--- config.mk ---
export PLATFORM = sky130hd
export DESIGN_NAME = data_bus_arbiter
export DESIGN_NICKNAME = d
export VERILOG_FILES = /design/src/rtl/data_bus_arbiter.sv
export SDC_FILE = /design/constraint.sdc
export NUM_CORES = 1
export LEC_CHECK = 0
export ABC_AREA = 1
export BUFFER_PORTS_ARGS = -buffer_cell sky130_fd_sc_hd__buf_2
export CAP_MARGIN = 20
export CORE_MARGIN = 8
export CORE_UTILIZATION = 36
export DETAILED_ROUTE_END_ITERATION = 10
export GPL_ROUTABILITY_DRIVEN = 0
export PLACE_DENSITY = 0.75
export SETUP_SLACK_MARGIN = 0.3
export SLEW_MARGIN = 15
export SYNTH_ARGS = -nofsm -noshare
export SYNTH_HDL_FRONTEND = slang
export SYNTH_SLANG_ARGS = --single-unit
export TNS_END_PERCENT = 30
--- constraint.sdc ---
create_clock -name Clk -period 1.3 [get_ports Clk]
set_input_delay 0.26 -clock Clk [delete_from_list [all_inputs] [get_ports Clk]]
set_output_delay 0.26 -clock Clk [all_outputs]
set_load 0.02 [all_outputs]
--- src/rtl/data_bus_arbiter.sv ---
// Two-master arbiter for the single 8-bit data-memory port.
// Master 0 is the CPU load/store path, master 1 the peripheral/DMA master.
// Registered grants, round-robin tie break, bounded hold under contention,
// shared bus mux and registered read-valid strobes back to the owner.
module data_bus_arbiter #(
  parameter int ADDR_W   = 8,
  parameter int DATA_W   = 8,
  parameter int MAX_HOLD = 4
) (
  input  logic              Clk,
  input  logic              Rst,
  input  logic              i_Req0,
  input  logic [ADDR_W-1:0] i_Addr0,
  input  logic [DATA_W-1:0] i_Dout0,
  input  logic              i_RW0,
  input  logic              i_Req1,
  input  logic [ADDR_W-1:0] i_Addr1,
  input  logic [DATA_W-1:0] i_Dout1,
  input  logic              i_RW1,
  input  logic [DATA_W-1:0] i_Din,
  output logic              o_Gnt0,
  output logic              o_Gnt1,
  output logic [ADDR_W-1:0] o_Addr,
  output logic [DATA_W-1:0] o_Dout,
  output logic              o_RW,
  output logic [DATA_W-1:0] o_RdData,
  output logic              o_RdValid0,
  output logic              o_RdValid1
);

  localparam int HOLD_W = $clog2(MAX_HOLD + 1);
  localparam logic [HOLD_W-1:0] HOLD_LIMIT = HOLD_W'(MAX_HOLD - 1);

  typedef enum logic [1:0] {
    IDLE = 2'd0,
    OWN0 = 2'd1,
    OWN1 = 2'd2
  } state_t;

  state_t            state;
  logic              last;      // most recent owner: 0 = master 0, 1 = master 1
  logic [HOLD_W-1:0] hold_cnt;

  logic xfer0;
  logic xfer1;

  // A transfer happens only when the owner is actually requesting.
  assign xfer0 = o_Gnt0 & i_Req0;
  assign xfer1 = o_Gnt1 & i_Req1;

  // Arbitration FSM with registered grants and read-valid strobes.
  always_ff @(posedge Clk) begin
    if (Rst) begin
      state      <= IDLE;
      o_Gnt0     <= 1'b0;
      o_Gnt1     <= 1'b0;
      o_RdValid0 <= 1'b0;
      o_RdValid1 <= 1'b0;
      hold_cnt   <= '0;
      last       <= 1'b1;
    end else begin
      o_RdValid0 <= xfer0 & ~i_RW0;
      o_RdValid1 <= xfer1 & ~i_RW1;
      case (state)
        IDLE: begin
          if (i_Req0 && (!i_Req1 || last)) begin
            state    <= OWN0;
            o_Gnt0   <= 1'b1;
            o_Gnt1   <= 1'b0;
            last     <= 1'b0;
            hold_cnt <= '0;
          end else if (i_Req1) begin
            state    <= OWN1;
            o_Gnt0   <= 1'b0;
            o_Gnt1   <= 1'b1;
            last     <= 1'b1;
            hold_cnt <= '0;
          end
        end
        OWN0: begin
          if (!i_Req0) begin
            hold_cnt <= '0;
            if (i_Req1) begin
              state  <= OWN1;
              o_Gnt0 <= 1'b0;
              o_Gnt1 <= 1'b1;
              last   <= 1'b1;
            end else begin
              state  <= IDLE;
              o_Gnt0 <= 1'b0;
              o_Gnt1 <= 1'b0;
            end
          end else if (!i_Req1) begin
            hold_cnt <= '0;
          end else if (hold_cnt == HOLD_LIMIT) begin
            state    <= OWN1;
            o_Gnt0   <= 1'b0;
            o_Gnt1   <= 1'b1;
            last     <= 1'b1;
            hold_cnt <= '0;
          end else begin
            hold_cnt <= hold_cnt + HOLD_W'(1);
          end
        end
        OWN1: begin
          if (!i_Req1) begin
            hold_cnt <= '0;
            if (i_Req0) begin
              state  <= OWN0;
              o_Gnt0 <= 1'b1;
              o_Gnt1 <= 1'b0;
              last   <= 1'b0;
            end else begin
              state  <= IDLE;
              o_Gnt0 <= 1'b0;
              o_Gnt1 <= 1'b0;
            end
          end else if (!i_Req0) begin
            hold_cnt <= '0;
          end else if (hold_cnt == HOLD_LIMIT) begin
            state    <= OWN0;
            o_Gnt0   <= 1'b1;
            o_Gnt1   <= 1'b0;
            last     <= 1'b0;
            hold_cnt <= '0;
          end else begin
            hold_cnt <= hold_cnt + HOLD_W'(1);
          end
        end
        default: begin
          state    <= IDLE;
          o_Gnt0   <= 1'b0;
          o_Gnt1   <= 1'b0;
          hold_cnt <= '0;
        end
      endcase
    end
  end

  // Shared bus mux; idle and no-op cycles present a harmless read of address 0.
  always_comb begin
    o_Addr = '0;
    o_Dout = '0;
    o_RW   = 1'b0;
    if (xfer0) begin
      o_Addr = i_Addr0;
      o_Dout = i_Dout0;
      o_RW   = i_RW0;
    end else if (xfer1) begin
      o_Addr = i_Addr1;
      o_Dout = i_Dout1;
      o_RW   = i_RW1;
    end
  end

  assign o_RdData = i_Din;

endmodule

* After elaboration in Yosys (flattened, before gate mapping)
Index checks and enable logic that the tools add are counted.
** Word-level totals
- Flip-flop bits (word level) :: 10
- Output and inout bits :: 29
** Cells by class
- $add $sub $neg :: 1
- Eq/ne operators :: 9
- Multiplexer cells :: 49
- Bitwise gates (word level) :: 6
- Reduce and logical (&&, ||, !) cells :: 7
** Operators with widths (number)
- 8-bit 2-to-1 mux :: 4
- 1-bit 2-to-1 mux :: 24
- 3-bit 2-to-1 mux :: 7
- 2-bit 2-to-1 mux :: 9
- 3-bit != test, second input constant :: 5
- 5-bit AND reduction :: 2
- 1-bit one-hot mux with 3 select lines :: 3
- 3-bit one-hot mux with 3 select lines :: 1
- 2-bit one-hot mux with 3 select lines :: 1
- 1-bit bitwise AND :: 4
- 3-bit by 1-bit adder with 3-bit output, second input constant :: 1
- 3-bit by 2-bit equality test with 1-bit output, second input constant :: 1
- 3-bit nonzero test :: 1
- 2-bit by 1-bit equality test with 1-bit output, second input constant :: 1
- 2-bit equality test, second input constant :: 1
- 2-bit logical NOT :: 1
- 2-bit != test, second input constant :: 1
- 1-bit NOT :: 2
- 1-bit logical AND :: 1
- 1-bit logical NOT :: 1
- 1-bit logical OR :: 1

* Longest topological paths before layout
- Depth in word-level cells :: 5
- Gate-level depth with buffers :: 10
- Mapped depth without buffers :: 10

* Worst setup path after synthesis
No wires, ideal clock.
- Path type :: register -> output
- Start point :: register o_Gnt0
- End point :: output port o_RW
- Arrival :: 1.308 ns
- Path slack :: -0.268 ns
- Stages on the path, launching flop included :: 5
- Path buffers :: 2
- Cells stage by stage :: dfxtp_1 > buf_2 > nand2_2 > buf_2 > a21oi_1
** On the way
- Longest elaborated chain between the ends :: 2
** RTL lines
- start, declared :: RTL line 21 : output logic o_Gnt0,
- start signal, assigned :: RTL line 55 : o_Gnt0 <= 1'b0;
- start signal, assigned :: RTL line 68 : o_Gnt0 <= 1'b1;
- start signal, assigned :: RTL line 74 : o_Gnt0 <= 1'b0;
- 1-bit bitwise AND :: RTL line 48 : assign xfer0 = o_Gnt0 & i_Req0;
- 1-bit 2-to-1 mux :: RTL line 145 : if (xfer0) begin
- end, declared :: RTL line 25 : output logic o_RW,
No other way between the ends.

* Final worst setup path
- Start point :: register o_Gnt1
- End point :: output port o_Dout[6]
** On the way
- Longest elaborated chain between the ends :: 3
** RTL lines
- start, declared :: RTL line 22 : output logic o_Gnt1,
- start signal, assigned :: RTL line 56 : o_Gnt1 <= 1'b0;
- start signal, assigned :: RTL line 69 : o_Gnt1 <= 1'b0;
- start signal, assigned :: RTL line 75 : o_Gnt1 <= 1'b1;
- 1-bit bitwise AND :: RTL line 49 : assign xfer1 = o_Gnt1 & i_Req1;
- 8-bit 2-to-1 mux :: RTL line 149 : end else if (xfer1) begin
- 8-bit 2-to-1 mux :: RTL line 145
- end, declared :: RTL line 24 : output logic [DATA_W-1:0] o_Dout,
No other way between the ends.

==> out/summary.txt <==
initial antenna violation count = 0
core area = 2710 um2
first-pass GRT wire length = 5530 um
internal power = 0.00132 W
Worst Hold Class = input pin to flop
Synth top area share = 19.8%
pwr/cell area = 1510 nW/um2
Post-CTS Setup Inserts = 0
CTS Buf Count = 3
Max-Cap Viols = 0
I/O Buffers = 58
CTS tree = done
fmax = 703 MHz
DR WL/cell = 13.4 um
IO Pins = 75
synth unique cells = 23
final instance area = 1630 um2
syn nets = 213
Die ar. = 4770 um2
grt ovf = 0
top cells by area, synth = dfxtp_1 (20%), nand3_1 (17%), nand2_1 (16%)
dpl cells = 239
clock sinks = 10
Post-synth EDFFs = 0
Clock Tree Buf Depth = 2
setup violators final = 17
sequential share of the synthesized area = 19.8%
1st-pass router iterations = 4
final setup skew = 0.00319 ns
final worst-path cycle share = 109%
Async SR Flop Fraction = 0%
worst-path fanout max = 16
Post-Syn Area = 1010 um2
Synth Area per Inst = 6.26 um2
Logic pwr share = 68.4%
clk root buf = clkbuf_4
Starting Density = 37.4%
H-tree Lvls = 1
Max IR drop VDD = 862 uV
non-filler instance count after layout = 243
drt total wl = 3250 um
DP Area = 1400 um2
clock transition at the registers of the reported paths = 0.06 ns
vias per cell = 5.02
LEAKAGE = 0.844 nW
part of the power in the clock network = 11.2%
Req. time, crit path = 1.04 ns
sequential power share = 20.4%
Final nets = 264
post-DP HPWL = 2410 um
TNS Setup = -1.81 ns
Die H = 69.1 um
CP Data Arrival Time = 1.16 ns
actual slew at the worst max-slew pin = 0.242 ns
startpoint types = flop
Syn-to-layout area delta = 60.5%
Seq cells post-synth = 10
failing checks = setup timing
clk_lat worst skew = 0.27 ns
share of cells above drive strength 1 = 52.4%
slack of the critical path = -0.121 ns
Final min period = 1.42 ns
dominant synthesized flop cell = dfxtp_1
Ys Warns = 0
Final ANT Viol Nets = 0
drt drc = 0
Die Wd = 69.1 um
number of global-route vias before repair = 1,197
antenna cells = 0
Final Hold Viols = 0
all-layer global routing usage = 13.3%
RSZ-0062 raised after global routing = yes
Sw Share = 46.5%
critical path capture point type = output pin
area leader, netlist = dfxtp_1
pre-CTS WS = 0.0260 ns
sw power = 0.00115 W
Mapped Cells = 162
Iter 0 DRT Violations = 52
largest net degree at the start of global routing = 23
slew margin rel. = 83.9%
status = finished, violations left
fin. max-slew vios = 0
vias = 1,221
critical path class = flop to output pin
Rows = 19
[registers in the layout, indices dropped and copies added, names as in the netlist]
register    flops
o_RdValid0      1
hold_cnt        3
o_Gnt1          1
o_Gnt0          1
last            1
o_RdValid1      1
state           2
[synthesized netlist by cell type (2+ instances only)]
library cell / instances
nor3_1: 3
inv_1: 14
nor2_1: 10
nand4_1: 2
dfxtp_1: 10
nand2_4: 6
a21oi_1: 7
buf_4: 9
ha_1: 5
nand3_1: 35
nand2_2: 2
nand2_1: 43
buf_6: 3
buf_2: 3
o21ai_0: 2
[path summary, 6_finish.rpt]
check | startpoint | endpoint | slack, ns | cells past startpoint
worst max-delay path | o_Gnt1 | o_Dout[6] | -0.12 | 6
worst min-delay path | i_RW1 | o_RdValid1 | 0.17 | 2
worst max register to register | state[0] | o_Gnt0 | 0.05 | 10
worst min register to register | hold_cnt[2] | hold_cnt[2] | 0.47 | 2
[critical path, cell delays in order (launching register included)]
cell	delay [ns]
dfxtp_4	0.37
nand2_4	0.05
inv_4	0.06
buf_12	0.14
nand3_1	0.10
nand2_2	0.07
buf_6	0.11
[per-stage QoR]
step | util, % | total power [W] | hold WS, ns
finish | 60.0 | 0.00246 | 0.169
floorplan | - | 0.00154 | 0.329
global placement | 51.6 | 0.00184 | 0.448
detailed placement | 51.6 | 0.00185 | 0.449
global route | 60.0 | 0.00265 | 0.173
CTS | 59.2 | 0.00244 | 0.173
[timing repair]
action	4_1_cts	5_1_grt
pin swaps	22	7
gates resized for setup	52	6
hold buffers	0	0
endpoints found under the setup margin	27	29
[power by group through the flow]
stage               Sequential [W]  Clock [W]  Combinational [W]
floorplan                 0.000485          0            0.00106
global placement          0.000480          0            0.00136
detailed placement        0.000482          0            0.00137
CTS                       0.000498   0.000280            0.00167
global route              0.000513   0.000292            0.00184
finish                    0.000501   0.000276            0.00168
[layout by cell type (no fill, tap or decap), drive strengths merged]
cell type and instances:
buf 62, nand4 2, ha 5, nor2 12, nor3 3, dfxtp 10, inv 16, a21oi 8
o21ai 3, nand2 51, clkbuf 4, nand3 36
[area by class of cell]
cell class / count / area (um2)
clock buffer: 4 / 36.3
inverter: 16 / 72.6
fill: 248 / 1080
sequential: 10 / 215
timing repair buffer: 62 / 475
tap: 31 / 38.8
multi-input combinational: 120 / 788
[cells by family after synthesis]
logic type | Yosys count | synth area share [%]
buf+inv | 32 | 18.0
fa+ha+maj | 5 | 6.17
simple gates | 104 | 50.2
flops | 10 | 19.8
compound gates | 11 | 5.80
[layer usage]
| metal | vias to the layer above | share of wire, % | GRT usage [%] |
|---|---|---|---|
| met5 | - | 0 | 0 |
| met2 | 60 | 47 | 23.4 |
| li1 | 617 | - | - |
| met1 | 540 | 40 | 14.5 |
| met4 | 0 | 0.74 | 3.42 |
| met3 | 4 | 12 | 4.86 |
Note: power is estimated with default switching activity, not from simulation.
